$ cat src/rtl/led_band_pkg.sv
// Shared state encoding and command rise counts for the LED-band LAT sequencer.
package led_band_pkg;

  typedef enum logic [2:0] {
    IDLE,
    FC_EN,
    FC_DATA,
    FC_WR,
    GS_DATA,
    GS_LAT
  } seq_state_e;

  localparam logic [5:0] FCWRTEN_RISES = 6'd15;
  localparam logic [5:0] WRTFC_RISES   = 6'd5;
  localparam logic [5:0] WRTGS_RISES   = 6'd1;
  localparam logic [5:0] LATGS_RISES   = 6'd3;
  localparam logic [5:0] WORD_BITS     = 6'd48;

  // FC data phase plus WRTFC must add up to one full 48-rise word.
  localparam logic [5:0] FC_DATA_RISES = WORD_BITS - WRTFC_RISES;

  function automatic logic [5:0] gs_data_rises(input logic last_word);
    return last_word ? (WORD_BITS - LATGS_RISES) : (WORD_BITS - WRTGS_RISES);
  endfunction

  function automatic logic [5:0] gs_lat_rises(input logic last_word);
    return last_word ? LATGS_RISES : WRTGS_RISES;
  endfunction

endpackage

$ cat src/rtl/led_band_sclk_gen.sv
// SCLK divider: toggles every SCLK_DIV clk while run_i is high, held low otherwise.
// rise_o/fall_o flag the clk cycle at whose end SCLK goes 0->1 / 1->0.
module led_band_sclk_gen #(
  parameter int unsigned SCLK_DIV = 2
) (
  input  logic clk,
  input  logic rst,
  input  logic run_i,
  output logic sclk_o,
  output logic rise_o,
  output logic fall_o
);

  localparam logic [7:0] RELOAD = 8'(SCLK_DIV - 1);

  logic [7:0] div_cnt_q;
  logic       sclk_q;
  logic       tc;

  assign tc     = run_i && (div_cnt_q == 8'd0);
  assign rise_o = tc && !sclk_q;
  assign fall_o = tc && sclk_q;
  assign sclk_o = sclk_q;

  always_ff @(posedge clk) begin
    if (rst || !run_i) begin
      div_cnt_q <= RELOAD;
      sclk_q    <= 1'b0;
    end else if (tc) begin
      div_cnt_q <= RELOAD;
      sclk_q    <= ~sclk_q;
    end else begin
      div_cnt_q <= div_cnt_q - 8'd1;
    end
  end

endmodule

$ cat src/rtl/led_band_lat_sequencer.sv
// SCLK/LAT command sequencer for a TLC5957-style chain (FCWRTEN/WRTFC, WRTGS/LATGS).
// Build option LED_SEQ_AUTO_FC_EN: reset leaves an FC write pending.
//   state   | meaning
//   IDLE    | SCLK low, arbitrating pending requests (FC wins)
//   FC_EN   | LAT high, FCWRTEN
//   FC_DATA | LAT low, FC data bits
//   FC_WR   | LAT high, WRTFC
//   GS_DATA | LAT low, GS word bits
//   GS_LAT  | LAT high, WRTGS (or LATGS on the last word)
module led_band_lat_sequencer
  import led_band_pkg::*;
#(
  parameter int unsigned SCLK_DIV = 2,
  parameter int unsigned N_WORDS  = 16
) (
  input  logic       clk,
  input  logic       rst,
  input  logic       fc_req,
  input  logic       frame_start,
  output logic       SCLK,
  output logic       LAT,
  output logic       busy,
  output logic       gs_shift_en,
  output logic [3:0] gs_word_idx,
  output logic [5:0] gs_bit_idx,
  output logic       fc_done,
  output logic       frame_done
);

  localparam logic [3:0] LAST_WORD = 4'(N_WORDS - 1);
`ifdef LED_SEQ_AUTO_FC_EN
  localparam logic FC_PEND_RST = 1'b1;
`else
  localparam logic FC_PEND_RST = 1'b0;
`endif

  seq_state_e state_q;
  logic       lat_q, fc_done_q, frame_done_q, fc_pend_q, gs_pend_q;
  logic [3:0] word_q;
  logic [5:0] bit_q, rise_cnt_q, target;
  logic       run, sclk_rise, sclk_fall, last_word, seg_done;

  led_band_sclk_gen #(.SCLK_DIV(SCLK_DIV)) u_sclk (
    .clk   (clk),
    .rst   (rst),
    .run_i (run),
    .sclk_o(SCLK),
    .rise_o(sclk_rise),
    .fall_o(sclk_fall)
  );

  assign run       = (state_q != IDLE);
  assign last_word = (word_q == LAST_WORD);

  always_comb begin
    target = '0;
    case (state_q)
      FC_EN:   target = FCWRTEN_RISES;
      FC_DATA: target = FC_DATA_RISES;
      FC_WR:   target = WRTFC_RISES;
      GS_DATA: target = gs_data_rises(last_word);
      GS_LAT:  target = gs_lat_rises(last_word);
      default: target = '0;
    endcase
  end

  // Segments end only on an SCLK fall, so LAT never moves near a rise.
  assign seg_done = sclk_fall && (rise_cnt_q == target);

  always_ff @(posedge clk) begin
    if (rst) begin
      state_q      <= IDLE;
      lat_q        <= 1'b0;
      fc_done_q    <= 1'b0;
      frame_done_q <= 1'b0;
      word_q       <= 4'd0;
      bit_q        <= WORD_BITS - 6'd1;
      rise_cnt_q   <= 6'd0;
      fc_pend_q    <= FC_PEND_RST;
      gs_pend_q    <= 1'b0;
    end else begin
      fc_done_q    <= 1'b0;
      frame_done_q <= 1'b0;
      if (sclk_rise) rise_cnt_q <= rise_cnt_q + 6'd1;
      case (state_q)
        IDLE: begin
          if (fc_pend_q) begin
            state_q   <= FC_EN;
            lat_q     <= 1'b1;
            fc_pend_q <= 1'b0;
          end else if (gs_pend_q) begin
            state_q   <= GS_DATA;
            lat_q     <= 1'b0;
            gs_pend_q <= 1'b0;
          end
        end
        FC_EN: if (seg_done) begin
          state_q    <= FC_DATA;
          lat_q      <= 1'b0;
          rise_cnt_q <= 6'd0;
        end
        FC_DATA: if (seg_done) begin
          state_q    <= FC_WR;
          lat_q      <= 1'b1;
          rise_cnt_q <= 6'd0;
        end
        FC_WR: if (seg_done) begin
          state_q    <= IDLE;
          lat_q      <= 1'b0;
          rise_cnt_q <= 6'd0;
          fc_done_q  <= 1'b1;
        end
        GS_DATA: begin
          if (sclk_fall) bit_q <= bit_q - 6'd1;
          if (seg_done) begin
            state_q    <= GS_LAT;
            lat_q      <= 1'b1;
            rise_cnt_q <= 6'd0;
          end
        end
        GS_LAT: begin
          if (sclk_fall) bit_q <= bit_q - 6'd1;
          if (seg_done) begin
            lat_q      <= 1'b0;
            rise_cnt_q <= 6'd0;
            bit_q      <= WORD_BITS - 6'd1;
            if (last_word) begin
              state_q      <= IDLE;
              word_q       <= 4'd0;
              frame_done_q <= 1'b1;
            end else begin
              state_q <= GS_DATA;
              word_q  <= word_q + 4'd1;
            end
          end
        end
        default: state_q <= IDLE;
      endcase
      // A request landing in the cycle its flag is consumed still counts.
      if (fc_req)      fc_pend_q <= 1'b1;
      if (frame_start) gs_pend_q <= 1'b1;
    end
  end

  assign LAT         = lat_q;
  assign busy        = run;
  assign gs_shift_en = (state_q == GS_DATA) || (state_q == GS_LAT);
  assign gs_word_idx = word_q;
  assign gs_bit_idx  = bit_q;
  assign fc_done     = fc_done_q;
  assign frame_done  = frame_done_q;

endmodule

$ cat config.mk
export PLATFORM = sky130hd
export DESIGN_NAME = led_band_lat_sequencer
export DESIGN_NICKNAME = d
export VERILOG_FILES = /design/src/rtl/led_band_pkg.sv /design/src/rtl/led_band_sclk_gen.sv /design/src/rtl/led_band_lat_sequencer.sv
export SDC_FILE = /design/constraint.sdc
export NUM_CORES = 1
export LEC_CHECK = 0
export CORE_UTILIZATION = 51
export CTS_CLUSTER_SIZE = 28
export DETAILED_ROUTE_END_ITERATION = 10
export PLACE_DENSITY = 0.76
export SLEW_MARGIN = 10
export SYNTH_ARGS = -nofsm -noshare
export SYNTH_HDL_FRONTEND = slang
export SYNTH_SLANG_ARGS = --single-unit
$ cat constraint.sdc
create_clock -name clk -period 3.02 [get_ports clk]
set_input_delay 0.302 -clock clk [delete_from_list [all_inputs] [get_ports clk]]
set_output_delay 0.302 -clock clk [all_outputs]
set_load 0.01 [all_outputs]
==> results of run 1 <==
-- cells in the mapped netlist, drive strengths merged (2+ instances only) --
master,count,area [sq um]
buf,7,51.29
or3,5,36.28
nor2,26,97.59
xnor2,8,70.07
ha,6,75.07
nor3b,2,15.01
o211ai,2,15.01
o311ai,3,26.28
o21ai,7,35.03
a2111oi,2,23.77
a41oi,2,25.03
o21a,2,15.01
nand2,22,82.58
a31oi,3,33.78
dfxtp,33,660.6
nand3b,2,15.01
nand3,4,20.02
xor2,10,87.58
a21oi,10,50.05
nand4,4,40.04
nor2b,3,18.77
nor3,10,55.05
mux2,2,22.52
inv,12,45.05
and3,3,18.77
mux2i,3,30.03
nor4,4,25.02
-- where the power goes --
group / leakage (nW) / switching (mW) / internal [mW]
clock network: 0.0455 / 0.148 / 0.198
registers: 0.267 / 0.0438 / 0.479
logic: 0.495 / 0.354 / 0.244
-- through the flow --
step           cells  util, %  hold slack [ps]
2_1_floorplan    215        -            381.3
3_3_place_gp     275    60.83            398.4
3_5_place_dp     275    60.83            400.2
4_1_cts          283    63.34            427.3
5_1_grt          283    63.34            448.2
6_report         283    63.34            419.8
-- cells by family after synthesis --
kind of cell	share of synthesized area [%]
flip-flops	35.77
multiplexers	2.846
XOR/XNOR	8.537
AO/OA/AOI/OAI	17.62
AND/OR/NAND/NOR	25.74
adder cells (fa/ha/maj)	4.065
buffers and inverters	5.420
-- cell type report --
| class | instances | area, sq um | share of cell area, % |
|---|---|---|---|
| multi-input combinational | 162 | 1086 | 50.58 |
| sequential | 33 | 660.6 | 30.77 |
| timing repair buffer | 22 | 212.7 | 9.907 |
| tap | 46 | 57.56 | 2.681 |
| clock buffer | 7 | 55.05 | 2.564 |
| inverter | 12 | 45.04 | 2.098 |
| clock inverter | 1 | 30.03 | 1.399 |
-- critical path: cells and delay by family, from the launching register on --
kind,cells,cell delay [ps]
AND/OR/NAND/NOR,3,940
buffers and inverters,1,80
flip-flops,1,340
AO/OA/AOI/OAI,2,350
adder cells (fa/ha/maj),1,410
XOR/XNOR,1,310
-- cells in the final DEF, fill, tap and decap left out, drive strengths merged, types with 7 or more instances in the layout --
cell,n
nand2,22
clkdlybuf4s50,19
nor2,26
a21oi,10
o21ai,7
xor2,10
xnor2,8
clkbuf,7
dfxtp,33
inv,12
nor3,10
-- flip-flops by register name (all words and copies together), names as in the netlist --
name / count
gs_bit_idx: 6
u_sclk.sclk_o: 1
LAT: 1
state_q: 3
gs_pend_q: 1
fc_done: 1
fc_pend_q: 1
u_sclk.div_cnt_q: 8
gs_word_idx: 4
frame_done: 1
rise_cnt_q: 6
-- how the worst min path moves through the flow --
stage	slack, ps	to	cells past startpoint	from
6_report	420	u_sclk.div_cnt_q[0]$_SDFF_PP1_	1	u_sclk.div_cnt_q[0]$_SDFF_PP1_
3_3_place_gp	400	u_sclk.div_cnt_q[0]$_SDFF_PP1_	1	u_sclk.div_cnt_q[0]$_SDFF_PP1_
3_5_place_dp	400	u_sclk.div_cnt_q[0]$_SDFF_PP1_	1	u_sclk.div_cnt_q[0]$_SDFF_PP1_
2_1_floorplan	380	u_sclk.div_cnt_q[0]$_SDFF_PP1_	1	u_sclk.div_cnt_q[0]$_SDFF_PP1_
4_1_cts	430	u_sclk.div_cnt_q[0]$_SDFF_PP1_	1	u_sclk.div_cnt_q[0]$_SDFF_PP1_
5_1_grt	450	u_sclk.div_cnt_q[0]$_SDFF_PP1_	1	u_sclk.div_cnt_q[0]$_SDFF_PP1_
-- routing by layer --
layer,track usage [%],up-vias
li1,-,819
met1,27.26,720
met2,31.87,41
met3,4.963,10
met4,10.17,0
met5,0,-
==> flow_summary.ini, run 1 <==
[final_layout]
fin_area_sq_mm = 0.002147
layout-drive-gt1-share_pct = 8.439
diodes = 0
finish.net_count = 246
syn_to_final_growth_pct = 16.26
fillCellCount = 299

[worst_setup_path]
required_ps = 3270
crit_start = state_q[1]$_SDFFE_PP0P_
start_kind = register
reg2reg_from = state_q[1]$_SDFFE_PP0P_
cp.arrival_ps = 2760
reg2reg_depth = 8
reg2reg_slack_ps = 520
path_cells = inv_1 -> ha_1 -> nor4b_1 -> a31oi_1 -> xor2_1 -> nand4_4 -> or3_4 -> o41ai_2
slowest_delay_ps = 410
critPathMaxFanout = 9
cp-endpoint = gs_word_idx[3]$_SDFFE_PP0P_
cp-end-kind = register
crit_type = register to register
r2r-end = gs_word_idx[3]$_SDFFE_PP0P_
crit_slowest_cell = ha_1

[clock_tree]
cts-resized-gates = 0
postCtsHoldBufs = 0
numCtsBuffers = 5
cts_setup_buffers = 0
insertion_delay_ps = 330
cts_sinks = 33
clkTransAtPathRegs_ps = 100
cts_tree = built
root_buffer = clkbuf_4
clockBufferDepth = 2
htree_levels = 2

[sta]
tightest_slew_ps = 729.2
fin_setup_tns_ps = 0
fin_ws_ps = 516.0
rsz0062_at_grt = false
hold_violations = 0
maxSlewHeadroom_pct = 50.13
setup_viol = 0
max_freq_mhz = 399.4
min_period_ps = 2504
period_share_pct = 82.92
skew_ps = 8.959
slew_viol_final = 0

[routing]
ant_nets = 0
drtPass1Iterations = 5
routed.top_layer = met4
drtIter0Drc = 83
viasPerCell = 5.618
wl_per_cell_microns = 12.65
met1_length_mm = 1.777
route.detailed.drc = 0
vias = 1590
wl_mm = 3.579
dr_wl_met3_microns = 148
wl_met2_mm = 1.572

[grt]
overflow = 0
antenna_found_initial = 0
gr-usage-all-layers_pct = 20.77
grt_pass1_wl_mm = 6.451
grt_pass1_vias = 1452
grt_max_degree = 18

[floorplanning]
ios = 20
core_region_area_sq_mm = 0.003390
die_height_microns = 62.18
die_area_sq_mm = 0.003866
rows = 21
fp.dieW_microns = 62.18
start_util_pct = 54.49

[yosys]
avgSynthCellArea_sq_um = 8.590
synth_nets = 225
synth_seq_cells = 33
yosysWarnings = 0
syn-cell-area_sq_mm = 0.001847
synth_flop_cell = dfxtp_1
ys_seq_area_share_pct = 35.77
synth_edf_count = 0
ys_types = 57
postSynthCellCount = 215
async_flop_share_pct = 0

[flow_run]
cap_violations = 0

[power_and_ir_drop]
ir_worst_vdd_uv = 282.5
p_per_area_mw_per_mm2 = 682.9
p_leak_nw = 0.8083
total_power_mw = 1.466

[placed_design]
pre_cts_slack_ps = 543.4
place_area_sq_mm = 0.002062
port_buffers = 19
place.gp.congestion = 0.8849
hpwl_mm = 2.681

[outcome]
outcome = completed

[hold_path]
worstHoldPathType = register to register
(Power assumes the default switching activity.)
==> inputs of run 2 (changes only) <==
- CORE_UTILIZATION: 51 -> 50
- PLACE_DENSITY: 0.76 -> 0.78
- clock period: 3.02 -> 2.15 ns (I/O delays scaled with it)
==> run 2 against run 1 <==
  * The run now ends with negative setup slack left
  * Clock skew about the same
  * Via count increased by 9.7%
  * Non-clock buffer count is 28 higher
  * Cell count is 9.9% higher
  * Routed wire length up 25%
  * Clock-buffer cell count unchanged
  * Global-route usage grew 2.0 points
  * Die area rose by 1.9%
  * Flip-flop and latch count unchanged
==> flow_summary.ini, run 2 (synthesis results as in run 1) <==
[clock_tree]
numCtsBuffers = 5
htree_levels = 2
insertion_delay_ps = 290
clockBufferDepth = 2
cts_tree = built
root_buffer = clkbuf_8
postCtsHoldBufs = 0
cts_sinks = 33
clkTransAtPathRegs_ps = 70

[worst_setup_path]
cp.arrival_ps = 2360
crit_type = register to register
start_kind = register
cp-end-kind = register
required_ps = 2340
critPathMaxFanout = 6

[grt]
grt_pass1_wl_mm = 7.038
grtUsageMet3_pct = 5.839
overflow = 0
grt_use_met2_pct = 37.64
grt_max_degree = 12
grt_busiest_layer = met2
use_met1_pct = 28.56
gr-usage-all-layers_pct = 22.78
antenna_found_initial = 0
grt_pass1_vias = 1554

[power_and_ir_drop]
ir_worst_vdd_uv = 535.7
switchingPower_uw = 936.6
p_per_area_mw_per_mm2 = 1034
p_leak_nw = 0.9804
p_seq_share_pct = 28.0
swShare_pct = 35.92
combPwrFrac_pct = 48.5
p_clk_share_pct = 23.4
internal_power_mw = 1.671

[final_layout]
finish.net_count = 274
final_util_pct = 73.28
final_cell_mix = dfxtp_1 (31), buf_4 (30), nor2_1 (26)
syn_to_final_growth_pct = 36.59
layout_commonest_cell = dfxtp_1
multi_input_area_sq_mm = 0.001211
regMostFlops = u_sclk.div_cnt_q
fillCellCount = 245
layout-drive-gt1-share_pct = 24.53
largest_reg_flops = 8
seq_area_sq_um = 663.1
finalNonFillerCells = 311
diodes = 0

[placed_design]
place.gp.congestion = 0.9076
hpwl_mm = 3.006
port_buffers = 19
dpl.cell_count = 300
pre_cts_slack_ps = -103.6

[sta]
min_period_ps = 2164
rsz0062_at_grt = true
slew_viol_final = 0
maxSlewHeadroom_pct = 61.14
fin_ws_ps = -13.78
setup_viol = 3
max_freq_mhz = 462.2
hold_violations = 0
tightest_slew_ps = 583.0
period_share_pct = 100.6
skew_ps = 9.011

[floorplanning]
fp.dieW_microns = 62.78
ios = 20
core_region_area_sq_mm = 0.003442
die_height_microns = 62.78
rows = 21
start_util_pct = 53.65
die_area_sq_mm = 0.003941

[routing]
drtIter0Drc = 144
wl_per_cell_microns = 14.35
viasPerCell = 5.611
ant_nets = 0
vias = 1745
wl_mm = 4.464
drtPass1Iterations = 4
route.detailed.drc = 0

[flow_run]
cap_violations = 0

[outcome]
violations = negative setup slack
outcome = finished with violations

[hold_path]
worstHoldPathType = register to register
-- run 2: cell types whose count changed in the layout (fill, tap and decap cells not counted), moves of 2 or more --
cell,previous run,this run
dfxtp_2,0,2
xor2_1,10,8
mux2_4,0,2
xor2_2,0,2
o311ai_0,2,0
dfxtp_1,33,31
mux2_1,2,0
buf_4,3,30
o311ai_2,0,2
clkbuf_8,1,6
clkbuf_4,5,0
-- run 2: area by class of cell --
type,count,share of cell area (%)
multi-input cells,162,48.02
inverters,12,1.885
flip-flops and latches,33,26.29
repair buffers,50,16.91
clock inverters,1,1.190
clock buffers,7,3.423
well taps,46,2.282
-- run 2: per-stage QoR --
stage	hold WS (ps)	TNS, ps	instance area [sq um]	total power [mW]
2_1_floorplan	332.4	-1480	1896	1.492
3_3_place_gp	396.2	0	2288	1.845
3_5_place_dp	399.5	-164.5	2288	1.860
4_1_cts	414.1	0	2414	2.479
5_1_grt	432.0	-636.2	2522	2.753
6_report	410.7	-24.02	2522	2.607
-- run 2: timing repair --
action,CTS,global route
endpoints found under the setup margin,8,20
pin swaps,4,4
buffers inserted,1,2
gates resized for setup,2,15
-- run 2: final timing paths --
path	to	slack, ps	startpoint	cells after the start
setup / recovery	gs_word_idx[3]$_SDFFE_PP0P_	-10	state_q[1]$_SDFFE_PP0P_	9
hold / removal	u_sclk.div_cnt_q[0]$_SDFF_PP1_	410	u_sclk.div_cnt_q[0]$_SDFF_PP1_	1
setup reg to reg	gs_word_idx[3]$_SDFFE_PP0P_	-10	state_q[1]$_SDFFE_PP0P_	9
hold reg to reg	u_sclk.div_cnt_q[0]$_SDFF_PP1_	410	u_sclk.div_cnt_q[0]$_SDFF_PP1_	1
-- run 2: worst max-delay path, cell delays in order, from the launching register on --
cell	delay, ps
dfxtp_2	350
inv_4	40
ha_4	240
buf_6	130
o21a_1	90
o32a_1	200
a31oi_4	230
nand4_4	190
or3_4	390
o41ai_4	200
-- run 2: routing by layer --
metal  part of all wire, %  wire length [microns]
met2                    48                   2131
met5                     0                      0
met1                    46                   2069
met3                   4.5                    202
met4                   1.3                     60
-- run 2: power by group through the flow --
stage,clock network [mW],registers [mW],logic [mW]
finish,0.611,0.731,1.27
global route,0.651,0.740,1.36
global placement,0,0.741,1.10
CTS,0.619,0.731,1.13
floorplan,0,0.740,0.752
detailed placement,0,0.744,1.12
==> inputs of run 3 (changes only) <==
- CAP_MARGIN: not set -> 15
==> results of run 3 <==
No change in the layout: final DEF, timing and power equal those of run 2.
